==> config.mk <==
export PLATFORM = sky130hd
export DESIGN_NAME = cam_ctrl
export DESIGN_NICKNAME = d
export VERILOG_FILES = /design/src/rtl/cam_ctrl.sv
export SDC_FILE = /design/constraint.sdc
export NUM_CORES = 1
export LEC_CHECK = 0
export CAP_MARGIN = 20
export CORE_ASPECT_RATIO = 2
export CORE_MARGIN = 3
export CORE_UTILIZATION = 46
export CTS_CLUSTER_SIZE = 25
export DETAILED_ROUTE_END_ITERATION = 10
export PLACE_DENSITY = 0.8
export REMOVE_ABC_BUFFERS = 1
export SLEW_MARGIN = 15
export SYNTH_ARGS = -nofsm -noshare
export SYNTH_HDL_FRONTEND = slang
export SYNTH_SLANG_ARGS = --single-unit
==> constraint.sdc <==
create_clock -name clk -period 2.5 [get_ports clk]
set_input_delay 0.5 -clock clk [delete_from_list [all_inputs] [get_ports clk]]
set_output_delay 0.5 -clock clk [all_outputs]
set_load 0.02 [all_outputs]
==> src/rtl/cam_ctrl.sv <==
// Control side of the CAM: serialises requester reads/writes, picks the target
// entry (hit, first free, else LRU victim) and issues one-cycle datapath strobes.
module cam_ctrl #(
  parameter int unsigned camsize_p = 8,
  parameter int unsigned idx_w_p   = $clog2(camsize_p)
) (
  input  logic                              clk,
  input  logic                              rst_n,
  input  logic                              req_valid,
  output logic                              req_ready,
  input  logic                              req_rw_n,
  output logic                              resp_valid,
  input  logic                              resp_ready,
  output logic                              resp_hit,
  output logic                              resp_err,
  output logic [camsize_p-1:0]              write_c_d,
  output logic [camsize_p-1:0]              read_c_d,
  output logic [camsize_p-1:0]              increment_lru_c_d,
  output logic [idx_w_p-1:0]                read_idx_c_d,
  input  logic [camsize_p-1:0]              valids_d_c,
  input  logic [camsize_p-1:0][idx_w_p-1:0] lrus_d_c,
  input  logic [camsize_p-1:0]              hits_d_c
);

  typedef enum logic [1:0] {ST_IDLE, ST_ACT, ST_RESP} state_e;

  localparam logic [idx_w_p-1:0]   AGE_MAX = idx_w_p'(camsize_p - 1);
  localparam logic [camsize_p-1:0] ONE_V   = {{(camsize_p-1){1'b0}}, 1'b1};

  state_e               state_q, state_d;
  logic [camsize_p-1:0] write_q, write_d, read_q, read_d, inc_q, inc_d;
  logic [idx_w_p-1:0]   read_idx_q, read_idx_d;
  logic                 hit_q, hit_d, err_q, err_d;

  logic                 any_hit, any_free, multi_hit, tgt_valid;
  logic [idx_w_p-1:0]   hit_idx, free_idx, lru_idx, tgt;
  logic [camsize_p-1:0] tgt_oh, lru_inc;

  // Target selection; scanning from the top leaves the lowest matching index.
  // NOTE: every always_comb output gets a default first so no path can infer a latch.
  always_comb begin
    any_hit  = 1'b0;
    any_free = 1'b0;
    hit_idx  = '0;
    free_idx = '0;
    lru_idx  = '0;
    for (int i = camsize_p - 1; i >= 0; i--) begin
      if (hits_d_c[i]) begin
        any_hit = 1'b1;
        hit_idx = idx_w_p'(i);
      end
      if (!valids_d_c[i]) begin
        any_free = 1'b1;
        free_idx = idx_w_p'(i);
      end
      if (lrus_d_c[i] == AGE_MAX) lru_idx = idx_w_p'(i);
    end
    multi_hit = |(hits_d_c & (hits_d_c - ONE_V));
    tgt       = any_hit ? hit_idx : (any_free ? free_idx : lru_idx);
    tgt_valid = valids_d_c[tgt];
    tgt_oh      = '0;
    tgt_oh[tgt] = 1'b1;
    // Filling a free slot ages every valid entry; otherwise only the younger ones.
    for (int j = 0; j < camsize_p; j++) begin
      lru_inc[j] = valids_d_c[j] &
                   (!tgt_valid | ((idx_w_p'(j) != tgt) && (lrus_d_c[j] < lrus_d_c[tgt])));
    end
  end

  always_comb begin
    state_d    = state_q;
    write_d    = '0;
    read_d     = '0;
    inc_d      = '0;
    read_idx_d = '0;
    hit_d      = hit_q;
    err_d      = err_q;
    unique case (state_q)
      ST_IDLE: begin
        if (req_valid) begin
          state_d = ST_ACT;
          hit_d   = any_hit;
          err_d   = err_q | multi_hit;
          if (req_rw_n) begin
            if (any_hit) begin
              read_d     = tgt_oh;
              read_idx_d = tgt;
              inc_d      = lru_inc;
            end
          end else begin
            write_d = tgt_oh;
            inc_d   = lru_inc;
          end
        end
      end
      ST_ACT:  state_d = ST_RESP;
      ST_RESP: if (resp_ready) state_d = ST_IDLE;
      default: state_d = ST_IDLE;
    endcase
  end

  // NOTE: sequential state uses non-blocking assignments so all flops update together.
  always_ff @(posedge clk or negedge rst_n) begin
    if (!rst_n) begin
      state_q    <= ST_IDLE;
      write_q    <= '0;
      read_q     <= '0;
      inc_q      <= '0;
      read_idx_q <= '0;
      hit_q      <= 1'b0;
      err_q      <= 1'b0;
    end else begin
      state_q    <= state_d;
      write_q    <= write_d;
      read_q     <= read_d;
      inc_q      <= inc_d;
      read_idx_q <= read_idx_d;
      hit_q      <= hit_d;
      err_q      <= err_d;
    end
  end

  assign req_ready         = (state_q == ST_IDLE);
  assign resp_valid        = (state_q == ST_RESP);
  assign resp_hit          = resp_valid & hit_q;
  assign resp_err          = err_q;
  assign write_c_d         = write_q;
  assign read_c_d          = read_q;
  assign increment_lru_c_d = inc_q;
  assign read_idx_c_d      = read_idx_q;

endmodule

### Word-level counts from Yosys, hierarchy flattened

Index checks and enable logic that the tools add are counted.

* register bits: 31
* bits of input ports: 45
* output and inout port bits: 31

* $lt $le $gt $ge: 10
* muxes and demuxes: 66
* bitwise operators: 19
* add/sub/neg operators: 1
* reduce and logical (&&, ||, !) cells: 15
* equal/unequal tests: 19

Operators with widths (count)
* 3-bit two-way mux: 31
* 8-bit two-way mux: 11
* 3-bit equality test, second input constant: 8
* 3-bit less-than comparator: 8
* 1-bit two-way mux: 18
* 3-bit inequality test, first input constant: 4
* 1-bit AND: 9
* 3-bit binary-select mux with 3-bit select: 1
* 1-bit logical AND: 9
* 1-bit bitwise OR: 9
* 8-bit AND: 1
* 8-bit OR reduction: 1
* 8-bit by 1-bit subtractor with 8-bit output, second input constant: 1
* 2-bit by 3-bit inequality test with 1-bit output, first input constant: 2
* 2-bit case mux with 3 select lines: 1
* 3-bit by 4-bit less-than comparator with 1-bit output, second input constant: 1
* 2-bit two-way mux: 2
* 2-bit AND reduction: 2
* 1-bit binary-select mux with 3-bit select: 1
* 1-bit demux with 3-bit select: 1
* 3-bit by 1-bit >= comparator with 1-bit output, second input constant: 1
* 1-bit by 3-bit inequality test with 1-bit output, first input constant: 1
* 3-bit nonzero test: 1
* 2-bit by 1-bit equality test with 1-bit output, second input constant: 1
* other kinds (5): 5

### Logic depth before layout (Yosys ltp)

* depth after elaboration: 21
* mapped depth: 14

### Least setup slack after synthesis

No wires, ideal clock.

* path kind: input to register
* start: in hits_d_c[7]
* end: reg inc_q[4], in the netlist increment_lru_c_d[4]
* data arrival time: 3.273 ns
* setup slack: -0.839 ns
* path buffers: 1
* stages: 13
* required time: 2.434 ns
* cells stage by stage: or4_4 nor2_4 nor2_2 or2_4 buf_6 mux2_2 nor2_1 a211oi_1 a31oi_1 ha_1 nor4_1 o21a_1 a41o_1

* word-level cells in the longest chain between the ends: 19

Ends and longest elaborated chain
* start: declaration: line 22 `input logic [camsize_p-1:0] hits_d_c`
* 3-bit two-way mux or 1-bit two-way mux (tied branches) (8 in series): line 48 `if (hits_d_c[i]) begin`
* 3-bit two-way mux: line 59 `tgt = any_hit ? hit_idx : (any_free ? free_idx : lru_idx);`
* 3-bit binary-select mux with 3-bit select: line 66 `(!tgt_valid | ((idx_w_p'(j) != tgt) && (lrus_d_c[j] < lrus_d_c[tgt])));`
* 3-bit two-way mux (not written as such): line 66
* 3-bit less-than comparator: line 66
* 1-bit logical AND: line 66
* 1-bit bitwise OR: line 66
* 1-bit AND: line 65 `lru_inc[j] = valids_d_c[j] &`
* 8-bit two-way mux: line 85 `if (any_hit) begin`
* 8-bit two-way mux (*): line 84 `if (req_rw_n) begin`
* 8-bit two-way mux (*): line 80 `if (req_valid) begin`
* 8-bit two-way mux (*): line 78 `unique case (state_q)`
* via inc_d[4]: line 31 `logic [camsize_p-1:0] write_q, write_d, read_q, read_d, inc_q, inc_d;`
* end signal: assignment: line 116 `inc_q <= inc_d;`
* end: declaration: line 31

Mark *: on every way through the listed nets, which the timed path passes. The rest lies on a longest branch. The select of a mux whose other input is x is not followed.
A chain may end at the register's enable or synchronous reset.

### Worst setup path after layout

* start: in valids_d_c[1]
* end: reg inc_q[6], in the netlist increment_lru_c_d[6]

* word-level cells in the longest chain between the ends: 14

Ends and longest elaborated chain
* start: declaration: line 20 `input logic [camsize_p-1:0] valids_d_c,`
* 3-bit two-way mux or 1-bit two-way mux (tied branches) (2 in series): line 52 `if (!valids_d_c[i]) begin`
* 3-bit two-way mux (2 in series): line 59
* 3-bit binary-select mux with 3-bit select: line 66
* 3-bit two-way mux (not written as such): line 66
* 3-bit less-than comparator: line 66
* 1-bit logical AND: line 66
* 1-bit bitwise OR (*): line 66
* 1-bit AND (*): line 65
* 8-bit two-way mux: line 85
* 8-bit two-way mux (*): line 84
* 8-bit two-way mux (*): line 80
* 8-bit two-way mux (*): line 78
* via inc_d[6]: line 31

Marked as above.

==> impl_metrics.toml <==
[worst_setup_path]
critPathKind = "input port to register"
cp.arrival_ps = 3270
worstPathRequired_ps = 2690
r2r_cells = 7
worst_setup_path_end_kind = "register"
worst-path-max-fanout = 6
cp-start-kind = "input port"
r2r_end = "increment_lru_c_d[3]"
cp-endpoint = "increment_lru_c_d[6]"
cp-startpoint = "valids_d_c[1]"
r2r_start = "state_q[1]"
regToRegSetupSlack_ps = 640

[power]
vdd_ir_drop_max_v = 0.000524
total_power_mw = 2.00
p_per_area_mw_per_mm2 = 486
leakage_nw = 1.84

[die]
die_area_mm2 = 0.00588
die_y_um = 106
core_area_mm2 = 0.00469
num_rows = 35
die_w_um = 55.8
start_util = 0.486
ioPinCount = 76

[place]
hpwl_mm = 7.01
place.gp.congestion = 0.920
dp.cells = 458
portBuffers = 75

[logic_synthesis]
synth-seq-cells = 31
syn_inst = 250
synth.distinct_cells = 64
syn-cell-area_mm2 = 0.00228
synth_top_area_frac = 0.340
synth_common_cells = "32 x nor2_1, 31 x dfrtp_1, 23 x nand2_1, 17 x nand3_1"
synth_top_cell_by_area = "dfrtp_1"
ys_dominant_reg_cell = "dfrtp_1"
syn_area_per_cell_um2 = 9.11
yosysWarnings = 0
ys_seq_area_frac = 0.340
yosysMostFrequentCell = "nor2_1"
yosys-top-cells-area = "dfrtp_1 34%, nor2_1 5.3%, ha_1 4.4%"
synth_edf_count = 0
synthArstFlopShare = 1.00

[drt]
avgViaCountPerCell = 6.38
drc_errors = 0
wl_per_cell_um = 23.1
drt_iter0_markers = 246
detailroute.via_count = 3057
ant_nets = 0
routed_wl_mm = 11.0
first_pass_iters = 5

[run_status]
status = "finished, violations left"
violations = "setup timing"

[min_path]
hp-class = "register to register"

[clocking]
numCtsBuffers = 5
insertion_delay_ps = 300
cts_tree = "done"
cts.sinks = 31
cts_max_path_buffers = 2
cts_htree_levels = 2
cts-root-buf = "clkbuf_8"
path_clk_slew_ps = 70

[timing]
final-setup-viol-count = 8
slew_viol_final = 0
max_freq_mhz = 325
fin_crit_ps = 3080
finalClockSkew_ps = 1.88
rsz0062_at_grt = "true"
slew_headroom = 0.670
setup_tns_ps = -4340
setup_slack_ps = -581
worstMarginPinSlew_ps = 492
final_hold_viol_count = 0
finalCritPeriodShare = 1.23

[job]
maxCapViolations = 0

[grt]
grt_pass1_vias = 3081
grt_max_degree = 32
track_usage = 0.347
gr-total-overflow = 0
grt_pass1_wl_mm = 15.4
antenna_found_initial = 1

[finish]
drive_above_1_share = 0.473
fill_cells = 232
synthToLayoutAreaGrowth_pct = 80.3
stdcell_count = 479
final_core_util = 0.877
nNetsFinal = 476
[per-stage QoR]
step                area, um2  setup WS (ps)  hold WS (ps)
floorplan                2210           -810           204
global placement         3700          -1180           472
detailed placement       3700          -1310           470
CTS                      4050           -402           489
global route             4110           -670           516
finish                   4110           -581           488
[worst min path at each step]
stage	startpoint	cells after the start	endpoint
2_1_floorplan	rst_n	0	hit_q
3_3_place_gp	resp_err	1	resp_err
3_5_place_dp	resp_err	1	resp_err
4_1_cts	resp_err	1	resp_err
5_1_grt	resp_err	1	resp_err
6_report	resp_err	1	resp_err
[worst max-delay path, stage by stage]
cell and delay (ps):
buf_2 130, nand4_1 170, buf_4 200, nor4b_4 310, a2111oi_4 120, or2_4 300, mux2_4 320, nor2_4 80
a211oi_2 40, a31oi_1 180, buf_4 200, buf_4 130, ha_4 130, nor4bb_4 50, a22o_1 210, a31o_1 190
[repair_timing]
item / 4_1_cts / 5_1_grt
hold buffers: 0 / 0
pin swaps: 33 / 21
setup buffers: 10 / 4
setup endpoints to repair: 20 / 8
resized for setup: 152 / 27
[logic make-up after synthesis]
group	synth area share
flops	0.340
simple gates	0.236
buf+inv	0.0483
fa+ha+maj	0.0439
mux	0.0500
compound gates	0.282
[registers in the layout (all words and copies together) (netlist names)]
register / cells
hit_q: 1
increment_lru_c_d: 8
read_c_d: 8
read_idx_c_d: 3
resp_err: 1
state_q: 2
write_c_d: 8
[cells in the final DEF, fill, tap and decap left out, drive strengths merged, types with 2 or more instances in the layout]
cell / instances
mux2: 4
nand4: 3
nand2b: 2
nor3: 5
o21bai: 4
or4: 2
o22ai: 4
nor4bb: 3
nor4: 2
clkbuf: 15
a211oi: 4
o211ai: 4
a22o: 8
dlygate4sd2: 9
ha: 8
a221oi: 3
nand2: 23
and3: 5
mux2i: 3
nor2: 37
a21o: 4
nand3: 17
o21ai: 13
buf: 119
dfrtp: 31
clkdlybuf4s15: 4
a21oi: 15
a2111oi: 3
inv: 10
a31o: 7
a22oi: 2
and2: 2
clkdlybuf4s50: 35
[power by group]
| group | internal [mW] | switching [mW] |
|---|---|---|
| clock network | 0.216 | 0.200 |
| logic | 0.479 | 0.534 |
| registers | 0.550 | 0.0200 |
[metal layers]
layer,vias to the layer above,global-route usage,share of wire
met5,-,0,0
met4,0,0.303,0.097
met3,88,0.0637,0.065
met2,246,0.634,0.53
met1,1443,0.313,0.31
li1,1280,-,-
[area by class of cell]
class,count,area [um2],share of cell area
Multi-Input combinational cell,199,1720,0.419
Timing Repair Buffer,176,1420,0.345
Sequential cell,31,776,0.189
Clock buffer,6,82.6,0.0201
Tap cell,55,68.8,0.0168
Inverter,10,37.5,0.00914
Clock inverter,1,5.00,0.00122
Antenna cell,1,2.50,0.000609
Power figures use the tool's default switching activity.
